--- config.mk ---
export PLATFORM = sky130hd
export DESIGN_NAME = descrambler_sync
export DESIGN_NICKNAME = d
export VERILOG_FILES = /design/src/rtl/descrambler_sync.sv
export SDC_FILE = /design/constraint.sdc
export NUM_CORES = 1
export LEC_CHECK = 0
export BUFFER_PORTS_ARGS = -buffer_cell sky130_fd_sc_hd__buf_2
export CAP_MARGIN = 20
export CORE_UTILIZATION = 35
export CTS_CLUSTER_SIZE = 30
export DETAILED_ROUTE_END_ITERATION = 8
export GPL_ROUTABILITY_DRIVEN = 0
export GPL_TIMING_DRIVEN = 1
export HOLD_SLACK_MARGIN = 0.03
export PLACE_DENSITY = 0.6
export SYNTH_ARGS = -nofsm -noshare
export SYNTH_HDL_FRONTEND = slang
export SYNTH_SLANG_ARGS = --single-unit
--- constraint.sdc ---
create_clock -name clk -period 1.83 [get_ports clk]
set_input_delay 0.366 -clock clk [delete_from_list [all_inputs] [get_ports clk]]
set_output_delay 0.366 -clock clk [all_outputs]
set_load 0.005 [all_outputs]
--- src/rtl/descrambler_sync.sv ---
// -----------------------------------------------------------------------------
// descrambler_sync
//
// Self-synchronising descrambler for the readout RX path, polynomial
// x^TAP_B + x^TAP_A + 1, processed LSB-first (din[0] is the first bit on the
// line). A registered output stage, a fill phase after reset or bypass exit,
// and a header-based lock FSM are wrapped around the descrambler core. The
// locked output gates the downstream frame decoder.
//
// Optional feature macro: DESCRAMBLER_ERRCNT_EN
//   defined     : err_cnt counts bad headers seen while LOCKED, err_clr clears it
//   not defined : err_cnt is tied to zero, err_clr is ignored
//
// Ports
//   clk        in   1          clock, all logic on the rising edge
//   reset      in   1          synchronous, active-high
//   bypass     in   1          1: dout follows din, descrambler state frozen
//   din        in   WORDWIDTH  scrambled word, bit 0 first on the line
//   din_valid  in   1          din qualifier
//   dout       out  WORDWIDTH  descrambled word (registered)
//   dout_valid out  1          dout qualifier
//   locked     out  1          lock FSM is in LOCKED
//   err_cnt    out  16         bad-header count while LOCKED (saturating)
//   err_clr    in   1          synchronous clear of err_cnt
//   dbg_state  out  2          current lock FSM state (FILL=0, HUNT=1, LOCKED=2)
//
// Handshake: valid-only streaming, no back-pressure. A word is consumed on
// every rising edge where din_valid=1; dout is meaningful only on cycles where
// dout_valid=1 and otherwise holds its last value. dout_valid is din_valid
// delayed by one cycle, except for words suppressed during the fill phase.
// -----------------------------------------------------------------------------
module descrambler_sync #(
  parameter int WORDWIDTH = 40,
  parameter int TAP_A = 39,
  parameter int TAP_B = 58,
  parameter int HDR_W = 2,
  parameter logic [HDR_W-1:0] HDR_VAL = 2'b10,
  parameter int LOCK_CNT = 8,
  parameter int UNLOCK_CNT = 4
) (
  input  logic                 clk,
  input  logic                 reset,
  input  logic                 bypass,
  input  logic [WORDWIDTH-1:0] din,
  input  logic                 din_valid,
  output logic [WORDWIDTH-1:0] dout,
  output logic                 dout_valid,
  output logic                 locked,
  output logic [15:0]          err_cnt,
  input  logic                 err_clr,
  output logic [1:0]           dbg_state
);

  typedef enum logic [1:0] {
    ST_FILL   = 2'd0,
    ST_HUNT   = 2'd1,
    ST_LOCKED = 2'd2
  } state_t;

  // 9-bit forms of the parameters so every compare below is width-matched.
  localparam logic [8:0] WW9     = 9'(WORDWIDTH);
  localparam logic [8:0] TAPB9   = 9'(TAP_B);
  localparam logic [8:0] LOCK9   = 9'(LOCK_CNT);
  localparam logic [8:0] UNLOCK9 = 9'(UNLOCK_CNT);

  state_t               state;
  logic [TAP_B-1:0]     r;          // last TAP_B line bits, r[0] most recent
  logic [TAP_B-1:0]     r_next;
  logic [WORDWIDTH-1:0] desc;
  logic [7:0]           fill_cnt;
  logic [8:0]           fill_sum;
  logic [7:0]           good_cnt;
  logic [7:0]           bad_cnt;
  logic [8:0]           good_inc;
  logic [8:0]           bad_inc;
  logic                 hdr_good;

  assign dbg_state = state;

  // Bit-serial descrambler unrolled across the word. Each received bit is
  // shifted into the chain after it has been used, so bit i sees the bits
  // TAP_A and TAP_B positions earlier on the line, even across word borders.
  always_comb begin
    logic [TAP_B-1:0] c;
    c    = r;
    desc = '0;
    for (int i = 0; i < WORDWIDTH; i++) begin
      desc[i] = din[i] ^ c[TAP_A-1] ^ c[TAP_B-1];
      c       = {c[TAP_B-2:0], din[i]};
    end
    r_next = c;
  end

  assign hdr_good = (desc[WORDWIDTH-1 -: HDR_W] == HDR_VAL);
  assign fill_sum = {1'b0, fill_cnt} + WW9;
  assign good_inc = {1'b0, good_cnt} + 9'd1;
  assign bad_inc  = {1'b0, bad_cnt} + 9'd1;

  always_ff @(posedge clk) begin
    if (reset) begin
      r          <= '0;
      fill_cnt   <= '0;
      state      <= ST_FILL;
      good_cnt   <= '0;
      bad_cnt    <= '0;
      dout       <= '0;
      dout_valid <= 1'b0;
      locked     <= 1'b0;
    end else if (bypass) begin
      // Raw pass-through. The descrambler history is frozen so a stream that
      // was also paused upstream resumes aligned, but the fill phase is
      // restarted because that cannot be assumed in general.
      dout_valid <= din_valid;
      if (din_valid) begin
        dout <= din;
      end
      state    <= ST_FILL;
      fill_cnt <= '0;
      good_cnt <= '0;
      bad_cnt  <= '0;
      locked   <= 1'b0;
    end else if (!din_valid) begin
      dout_valid <= 1'b0;
    end else begin
      r <= r_next;
      case (state)
        ST_FILL: begin
          // Output is unreliable until TAP_B line bits have been absorbed;
          // the word that completes the history is still suppressed.
          dout_valid <= 1'b0;
          fill_cnt   <= fill_sum[8] ? 8'hFF : fill_sum[7:0];
          if (fill_sum >= TAPB9) begin
            state    <= ST_HUNT;
            good_cnt <= '0;
          end
        end
        ST_HUNT: begin
          dout_valid <= 1'b1;
          dout       <= desc;
          if (hdr_good) begin
            if (good_inc >= LOCK9) begin
              state    <= ST_LOCKED;
              locked   <= 1'b1;
              good_cnt <= '0;
              bad_cnt  <= '0;
            end else begin
              good_cnt <= good_inc[7:0];
            end
          end else begin
            good_cnt <= '0;
          end
        end
        ST_LOCKED: begin
          dout_valid <= 1'b1;
          dout       <= desc;
          if (!hdr_good) begin
            if (bad_inc >= UNLOCK9) begin
              state    <= ST_HUNT;
              locked   <= 1'b0;
              good_cnt <= '0;
              bad_cnt  <= '0;
            end else begin
              bad_cnt <= bad_inc[7:0];
            end
          end else begin
            bad_cnt <= '0;
          end
        end
        default: begin
          state  <= ST_FILL;
          locked <= 1'b0;
        end
      endcase
    end
  end

`ifdef DESCRAMBLER_ERRCNT_EN
  // Counts bad headers of words consumed while LOCKED, including the word
  // that causes the unlock. A clear wins over a same-cycle increment.
  always_ff @(posedge clk) begin
    if (reset) begin
      err_cnt <= '0;
    end else if (err_clr) begin
      err_cnt <= '0;
    end else if (!bypass && din_valid && (state == ST_LOCKED) && !hdr_good &&
                 (err_cnt != 16'hFFFF)) begin
      err_cnt <= err_cnt + 16'd1;
    end
  end
`else
  logic unused_err_clr;
  assign unused_err_clr = err_clr;
  assign err_cnt        = 16'h0000;
`endif

endmodule
Yosys cells after proc, flatten, opt, wreduce, memory -nomap -nowiden --
Index checks and enable logic that the tools add are counted.
Cells by class: order comparisons 3, reduce and logical (&&, ||, !) cells 13, bitwise logic cells 82, add/sub/neg operators 3, eq/ne operators 9, mux-type cells 30
Operator list (count):
- two-way mux 40 bit | 4
- two-way mux 8 bit | 10
- bitwise XOR 1 bit | 80
- case mux 8 bit (3 select lines) | 1
- adder 8 x 1 -> 9 bit, second input constant | 2
- case mux 8 bit (2 select lines) | 1
- AND reduction 6 bit | 2
- two-way mux 2 bit | 5
- inequality test 2 bit, second input constant | 5
- adder 8 x 6 -> 9 bit, second input constant | 1
- >= comparator 9 x 3 -> 1 bit, second input constant | 1
- >= comparator 9 x 4 -> 1 bit, second input constant | 1
- >= comparator 9 x 6 -> 1 bit, second input constant | 1
- two-way mux 1 bit | 6
- case mux 2 bit (3 select lines) | 1
- AND reduction 2 bit | 3
- AND reduction 5 bit | 1
- equality test 2 bit, second input constant | 2
- inequality test 4 x 3 -> 1 bit, second input constant | 1
- AND reduction 4 bit | 1
- nonzero test 2 bit | 2
- OR reduction 2 bit | 2
- case mux 1 bit (3 select lines) | 1
- nonzero test 3 bit | 1
- other kinds (4) | 5
Word-level totals: output and inout port bits 60, word-level logic and storage cells 148, bits of input ports 45, register bits after elaboration 126

Depth between registers and ports, before layout --
Gate-level depths: netlist (run 1).
word-level depth 5, gate-level depth with buffers 8

Worst setup path after synthesis (run 1) --
Ideal clock, no wire load.
path type reg-to-reg, from register bad_cnt[7], to register good_cnt[0], cell stages (with the launch flop) 6, arrival time 1.741 ns, slack -0.031 ns, period minus slack after synthesis 1.861 ns, library setup time 0.121 ns, buffers on the path 0, path through dfxtp_1 > or4_1 > or3_1 > o21a_1 > and3_1 > mux2_2
Between the ends: longest elaborated chain between the ends 4
RTL lines:
- start: declaration | RTL line 73 | logic [7:0] bad_cnt;
- start signal: assignment | RTL line 163 | bad_cnt <= bad_inc[7:0];
- adder 8 x 1 -> 9 bit | RTL line 97 | assign bad_inc = {1'b0, bad_cnt} + 9'd1;
- >= comparator 9 x 3 -> 1 bit | RTL line 157 | if (bad_inc >= UNLOCK9) begin
- inequality test 2 bit (no line)
- AND reduction 5 bit (no line)
- end signal: assignment | RTL line 147 | good_cnt <= good_inc[7:0];
- end: declaration | RTL line 72 | logic [7:0] good_cnt;
No other way between the ends. A chain may end at the register's enable or synchronous reset.

Worst setup path in the final report (run 1) --
from register bad_cnt[7], to register bad_cnt[1]
Between the ends: longest elaborated chain between the ends 5
RTL lines:
- adder 8 x 1 -> 9 bit | RTL line 97
- >= comparator 9 x 3 -> 1 bit | RTL line 157
- two-way mux 8 bit | RTL line 157
- two-way mux 8 bit | RTL line 156 | if (!hdr_good) begin
- case mux 8 bit (2 select lines) | RTL line 126 | case (state)
No other way between the ends.

==> results of run 1 <==
cell families (layout without fill, tap and decap cells):
kind of cell / Yosys count / count (layout) / synth area share (%)
AO/OA/AOI/OAI: 165 / 165 / 18.2
buffers and inverters: 68 / 154 / 5.72
XOR/XNOR: 44 / 44 / 7.38
AND/OR/NAND/NOR: 262 / 262 / 21.5
flip-flops: 124 / 124 / 44.0
adder cells (fa/ha/maj): 9 / 9 / 2.00
other: 1 / 16 / 0.0665
multiplexers: 6 / 6 / 1.09
cell usage after synthesis (6+ instances only):
cell | count | area [sq um]
dfxtp_1 | 124 | 2480
xnor2_1 | 41 | 359
or3_1 | 41 | 257
a311oi_1 | 40 | 350
and2_1 | 7 | 43.8
clkbuf_1 | 43 | 161
nor2_1 | 53 | 199
nand2_1 | 126 | 473
buf_4 | 16 | 120
ha_1 | 9 | 113
a21oi_1 | 66 | 330
inv_1 | 7 | 26.3
nand3_1 | 6 | 30.0
o21ai_0 | 44 | 220
what timing repair did:
action / 4_1_cts / 5_1_grt
pin swaps: 4 / 1
resized for setup: 6 / 3
buffers inserted: 1 / 0
endpoints found under the setup margin: 11 / 14
sequential cells by signal (all words and copies together) (netlist names):
| name | flops |
|---|---|
| r | 58 |
| dout | 40 |
| bad_cnt | 8 |
| good_cnt | 8 |
| dout_valid | 1 |
| fill_cnt | 6 |
| dbg_state | 2 |
| locked | 1 |
cell usage in the layout, fill, tap and decap left out, drive strengths merged, types with 2 or more instances in the layout:
master	n
nor2b	4
clkbuf	21
mux2i	5
or2	3
xnor2	41
nand2	126
nor2	53
o21a	2
or3	41
and3	6
nand3	6
and2	7
dfxtp	124
buf	115
a21oi	66
or3b	2
inv	7
a311oi	40
a31oi	5
nand2b	2
ha	9
nor3b	4
nor3	3
o21ai	44
bufinv	7
conb	16
clkinvlp	2
clkinv	2
worst max-delay path, delay by kind of cell, from the launching register on:
kind	cells	cell delay, ns
simple gates	4	1.50
compound gates	1	0.13
flops	1	0.30
how the worst min path moves through the flow:
stage                start          end  slack, ns  cells past startpoint
2_1_floorplan  good_cnt[5]  good_cnt[5]       0.43                      1
5_1_grt            din[26]        r[13]       0.20                      3
3_5_place_dp   good_cnt[4]  good_cnt[4]       0.45                      1
4_1_cts             din[4]        r[35]       0.18                      3
6_report            din[4]        r[35]       0.20                      3
3_3_place_gp   good_cnt[4]  good_cnt[4]       0.45                      1
metrics by stage:
step / setup TNS, ns / hold WS [ns] / instance area, sq um / util [%]
final: -0.641 / 0.197 / 7160 / 45.2
after global routing: -1.55 / 0.205 / 7160 / 45.2
after global placement: -0.754 / 0.446 / 6390 / 40.4
after detailed placement: -0.945 / 0.446 / 6390 / 40.4
after CTS: -0.482 / 0.185 / 7140 / 45.1
after floorplan: -0.0219 / 0.431 / 5700 / -
power by group through the flow:
stage          Sequential (uW)  Clock (uW)  Combinational [uW]
2_1_floorplan             2960           0                 435
3_3_place_gp              2960           0                 684
3_5_place_dp              2960           0                 689
4_1_cts                   2900        4120                 699
5_1_grt                   2920        4240                 793
6_report                  2900        4050                 691
per-layer routing:
metal | track usage [%] | wire [microns]
met1 | 21.6 | 6330
met5 | 0 | 0
met3 | 4.74 | 705
met4 | 6.85 | 207
met2 | 25.3 | 5730
layout make-up:
class	instances	area, sq um	area share [%]
Clock buffer	21	480	6.71
Sequential cell	124	2480	34.7
Multi-Input combinational cell	502	2950	41.2
Inverter	7	26.3	0.367
Tap cell	216	270	3.78
Timing Repair Buffer	115	711	9.93
Clock inverter	11	235	3.29
==> out/metrics.yaml, run 1 <==
netlist_instances: 679
first_pass_iters: 4
worstPathCellList: "or4_1 > or3_4 > nor3b_4 > or3b_1 > a21oi_2"
final_cells: 996
irDropWorstVdd_v: 0.000662
total_power_uw: 7640
slew_headroom_pct: 47.9
clk_path_buf_depth: 2
reg2reg_depth: 5
fp.coreArea_sq_um: 15800
place_hpwl_microns: 8670
yosysUniqueCellTypes: 48
worst_slew_pin_slew_ns: 0.781
dieArea_sq_um: 16600
place_ws_ns: -0.137
cp-start-kind: "flop"
p_switching_uw: 1690
grtUsageTotal_pct: 16.5
synth_area_sq_um: 5640
path_max_fanout: 3
vias_per_cell: 4.84
ys_seq_area_share_pct: 44.0
cp.required_ns: 2.18
synthArstFlopShare_pct: 0
synth_edf_count: 0
clk_pin_slew_ns: 0.06
cts_tree: "done"
grt_max_degree: 74
first_global_vias: 4434
min_period_over_period_pct: 109
report.final.slew_viol_count: 0
critical_path.endpoint: "bad_cnt[1]"
clock_latency_ns: 0.42
area_growth_pct: 26.8
rsz0062_at_grt: "yes"
setup_slack_ns: -0.161
dp.cells: 963
fillers: 1583
fin_nets: 821
synth.ff_latch_count: 124
clockPowerShare_pct: 53.0
critical_path.startpoint: "bad_cnt[7]"
die_h_microns: 129
grt_pass1_wl_microns: 21400
regToRegEndpoint: "bad_cnt[1]"
regToRegSetupSlack_ns: -0.16
power_frac_comb_pct: 9.0
start_util_pct: 35.7
yosys_warnings: 0
avgSynthCellArea_sq_um: 8.31
die_w_microns: 129
power_leakage_uw: 0.00272
gr-total-overflow: 0
power.density_nw_per_um2: 1070
detail-route-antenna-nets: 0
cp_slowest_cell: "or4_1"
hp-class: "in2reg"
cap_viol_max_count: 0
r2r-start: "bad_cnt[7]"
setup_viol: 11
cts_hold_buf: 0
antenna_cells: 0
critical_path_arrival_ns: 2.34
crit_type: "reg2reg"
outcome: "finished, violations left"
wire_per_inst_microns: 13.0
vias: 4817
p_int_uw: 5960
htreeDepth: 4
place.port_buffers: 87
violations: "negative setup slack"
ioPinCount: 105
skew_ns: 0.00393
drc: 0
seqPwrFrac_pct: 38.0
hold_viol: 0
first_iter_violations: 276
clockRootBuffer: "clkbuf_16"
totalWireLength_microns: 13000
drive_gt1_share_pct: 22.2
ys.flop_type: "dfxtp_1"
fmax_mhz: 502
rows: 46
swShare_pct: 22.1
antenna_found_initial: 0
final_period_minus_worst_setup_slack_ns: 1.99
cts.sinks: 124
cts_buffers: 17
max_stage_delay_ns: 0.51
end_kind: "flop"
(Power assumes the default switching activity.)
==> inputs of run 2 (changes only) <==
--- a/config.mk
+++ b/config.mk
@@ -7,13 +7,14 @@
 export LEC_CHECK = 0
 export BUFFER_PORTS_ARGS = -buffer_cell sky130_fd_sc_hd__buf_2
 export CAP_MARGIN = 20
-export CORE_UTILIZATION = 35
+export CORE_UTILIZATION = 50
+export CTS_BUF_LIST = sky130_fd_sc_hd__clkbuf_8 sky130_fd_sc_hd__clkbuf_16
 export CTS_CLUSTER_SIZE = 30
 export DETAILED_ROUTE_END_ITERATION = 8
 export GPL_ROUTABILITY_DRIVEN = 0
 export GPL_TIMING_DRIVEN = 1
 export HOLD_SLACK_MARGIN = 0.03
-export PLACE_DENSITY = 0.6
+export PLACE_DENSITY = 0.79
 export SYNTH_ARGS = -nofsm -noshare
 export SYNTH_HDL_FRONTEND = slang
 export SYNTH_SLANG_ARGS = --single-unit
==> out/metrics.yaml, run 2 (same netlist as run 1, synthesis figures left out) <==
use_met2_pct: 38.8  # was 25.3%
dieArea_sq_um: 11700  # was 16600 sq um
cts_tree: "done"  # unchanged
first_pass_iters: 6  # was 4
cp-start-kind: "flop"  # unchanged
die_h_microns: 108  # was 129 microns
cap_viol_max_count: 0  # unchanged
grt_most_used_layer: "met2"  # unchanged
hp-class: "in2reg"  # unchanged
reg2reg_depth: 5  # unchanged
path_max_fanout: 3  # unchanged
skew_ns: 0.00991  # was 0.00393 ns
end_kind: "flop"  # unchanged
cp_num_buf_inv: 0  # unchanged
antenna_found_initial: 0  # unchanged
drc: 0  # unchanged
grtUsageMet1_pct: 27.0  # was 21.6%
htreeDepth: 4  # unchanged
first_global_vias: 4726  # was 4434
first_iter_violations: 272  # was 276
regToRegEndpoint: "bad_cnt[0]"  # was bad_cnt[1]
grtUsageTotal_pct: 23.1  # was 16.5%
grt_max_degree: 99  # was 74
die_w_microns: 108  # was 129 microns
ioPinCount: 105  # unchanged
grt_pass1_wl_microns: 21200  # was 21400 microns
report.final.slew_viol_count: 0  # unchanged
top_regs: "r (58), dout (40)"  # unchanged
wire_per_inst_microns: 15.1  # was 13.0 microns
fmax_mhz: 491  # was 502 MHz
outcome: "finished, violations left"  # unchanged
violations: "negative setup slack"  # unchanged
drive_gt1_share_pct: 22.0  # was 22.2%
crit_type: "reg2reg"  # unchanged
vias_per_cell: 5.58  # was 4.84
max_stage_delay_ns: 0.51  # about the same
start_util_pct: 51.6  # was 35.7%
power_leakage_uw: 0.00265  # was 0.00272 uW
clk_pin_slew_ns: 0.06  # about the same
totalWireLength_microns: 13800  # was 13000 microns
p_int_uw: 5540  # was 5960 uW
regToRegSetupSlack_ns: -0.21  # was -0.16 ns
power.density_nw_per_um2: 1040  # was 1070 nW/um^2
largest_reg_flops: 58  # unchanged
tns_ns: -0.796  # was -0.641 ns
rsz0062_at_grt: "yes"  # unchanged
dpl-instance-area_sq_um: 6230  # was 6390 sq um
final_period_minus_worst_setup_slack_ns: 2.04  # was 1.99 ns
clk_path_buf_depth: 2  # unchanged
clockPowerShare_pct: 50.3  # was 53.0%
cp.required_ns: 2.17  # was 2.18 ns
clockRootBuffer: "clkbuf_16"  # unchanged
fin_area_sq_um: 7000  # was 7160 sq um
place_hpwl_microns: 8540  # was 8670 microns
gr-total-overflow: 0  # unchanged
critical_path.startpoint: "bad_cnt[7]"  # unchanged
detail-route-antenna-nets: 0  # unchanged
setup_viol: 12  # was 11
clock_latency_ns: 0.42  # about the same
final_common_cell: "nand2_1"  # unchanged
cts.sinks: 124  # unchanged
cts_buffers: 17  # unchanged
vias: 5086  # was 4817
seqPwrFrac_pct: 39.9  # was 38.0%
place.port_buffers: 87  # unchanged
p_switching_uw: 1730  # was 1690 uW
rows: 38  # was 46
final_cell_mix: "126 x nand2_1, 123 x dfxtp_1, 86 x buf_2, 64 x a21oi_1, 53 x nor2_1"  # was 126 x nand2_1, 124 x dfxtp_1, 86 x buf_2, 65 x a21oi_1, 53 x nor2_1
fin_nets: 812  # was 821
worst_path_dominant_cell_family: "simple AND/OR/NAND/NOR gates"  # unchanged
cp_slowest_cell: "or4_4"  # was or4_1
area_growth_pct: 24.0  # was 26.8%
power_frac_comb_pct: 9.8  # was 9.0%
r2r-start: "bad_cnt[7]"  # unchanged
irDropWorstVdd_v: 0.000547  # was 0.000662 V
grt_util_met3_pct: 6.87  # was 4.74%
setup_slack_ns: -0.206  # was -0.161 ns
hold_viol: 0  # unchanged
swShare_pct: 23.8  # was 22.1%
crit_cells: 5  # unchanged
critical_path.endpoint: "bad_cnt[0]"  # was bad_cnt[1]
fillers: 852  # was 1583
top_register: "r"  # unchanged
critical_path_arrival_ns: 2.37  # was 2.34 ns
min_period_over_period_pct: 111  # was 109%
fp.coreArea_sq_um: 10900  # was 15800 sq um
worstPathCellList: "or4_4 > or3_4 > nor3b_4 > or3b_4 > a21oi_4"  # was or4_1 > or3_4 > nor3b_4 > or3b_1 > a21oi_2
[run 2: cell count changes in the layout (fill, tap and decap cells not counted), sizes merged]
cell and change:
clkbuf -3, clkinvlp +1, bufinv -2, buf -10, clkinv +5, diode +1
[run 2: layout make-up]
class | instances | area, sq um | area share, %
inverters | 7 | 26.3 | 0.376
flip-flops and latches | 124 | 2480 | 35.5
multi-input cells | 502 | 2990 | 42.7
clock buffers | 17 | 425 | 6.08
diodes | 1 | 2.50 | 0.0358
well taps | 140 | 175 | 2.50
clock inverters | 15 | 223 | 3.18
repair buffers | 106 | 673 | 9.62
[run 2: routing by layer]
| metal | vias to the layer above | routed length, microns |
|---|---|---|
| met5 | - | 0 |
| met4 | 0 | 454 |
| met3 | 39 | 722 |
| met2 | 155 | 6720 |
| met1 | 2403 | 5880 |
| li1 | 2489 | - |
[run 2: worst min-delay path by stage]
stage                start           to  slack, ns  cells after the start
6_report             reset   dout_valid       0.16                      2
4_1_cts              reset   dout_valid       0.16                      2
3_3_place_gp   good_cnt[5]  good_cnt[5]       0.44                      1
5_1_grt              reset   dout_valid       0.16                      2
2_1_floorplan  good_cnt[5]  good_cnt[5]       0.43                      1
3_5_place_dp   good_cnt[7]  good_cnt[7]       0.45                      1
[run 2: power by group through the flow]
stage	Combinational, uW	Clock (uW)	Sequential, uW
2_1_floorplan	435	0	2960
3_3_place_gp	658	0	2950
3_5_place_dp	681	0	2960
4_1_cts	693	3680	2900
5_1_grt	791	3830	2920
6_report	713	3660	2910
[run 2: metrics by stage]
stage	power (uW)	setup WS, ns	cells	utilization [%]	hold WS, ns
after floorplan	3390	-0.0160	694	-	0.431
after global placement	3610	-0.0781	877	57.0	0.444
after detailed placement	3640	-0.168	877	57.0	0.450
after CTS	7280	-0.126	910	63.2	0.156
after global routing	7540	-0.235	911	64.0	0.163
final	7270	-0.206	912	64.0	0.165
[run 2: what timing repair did]
action / CTS / global route
gates resized for setup: 6 / 12
pin swaps: 3 / 4
setup buffers: 1 / 0
cloned: 0 / 1
endpoints found under the setup margin: 10 / 32
hold buffers: 0 / 0
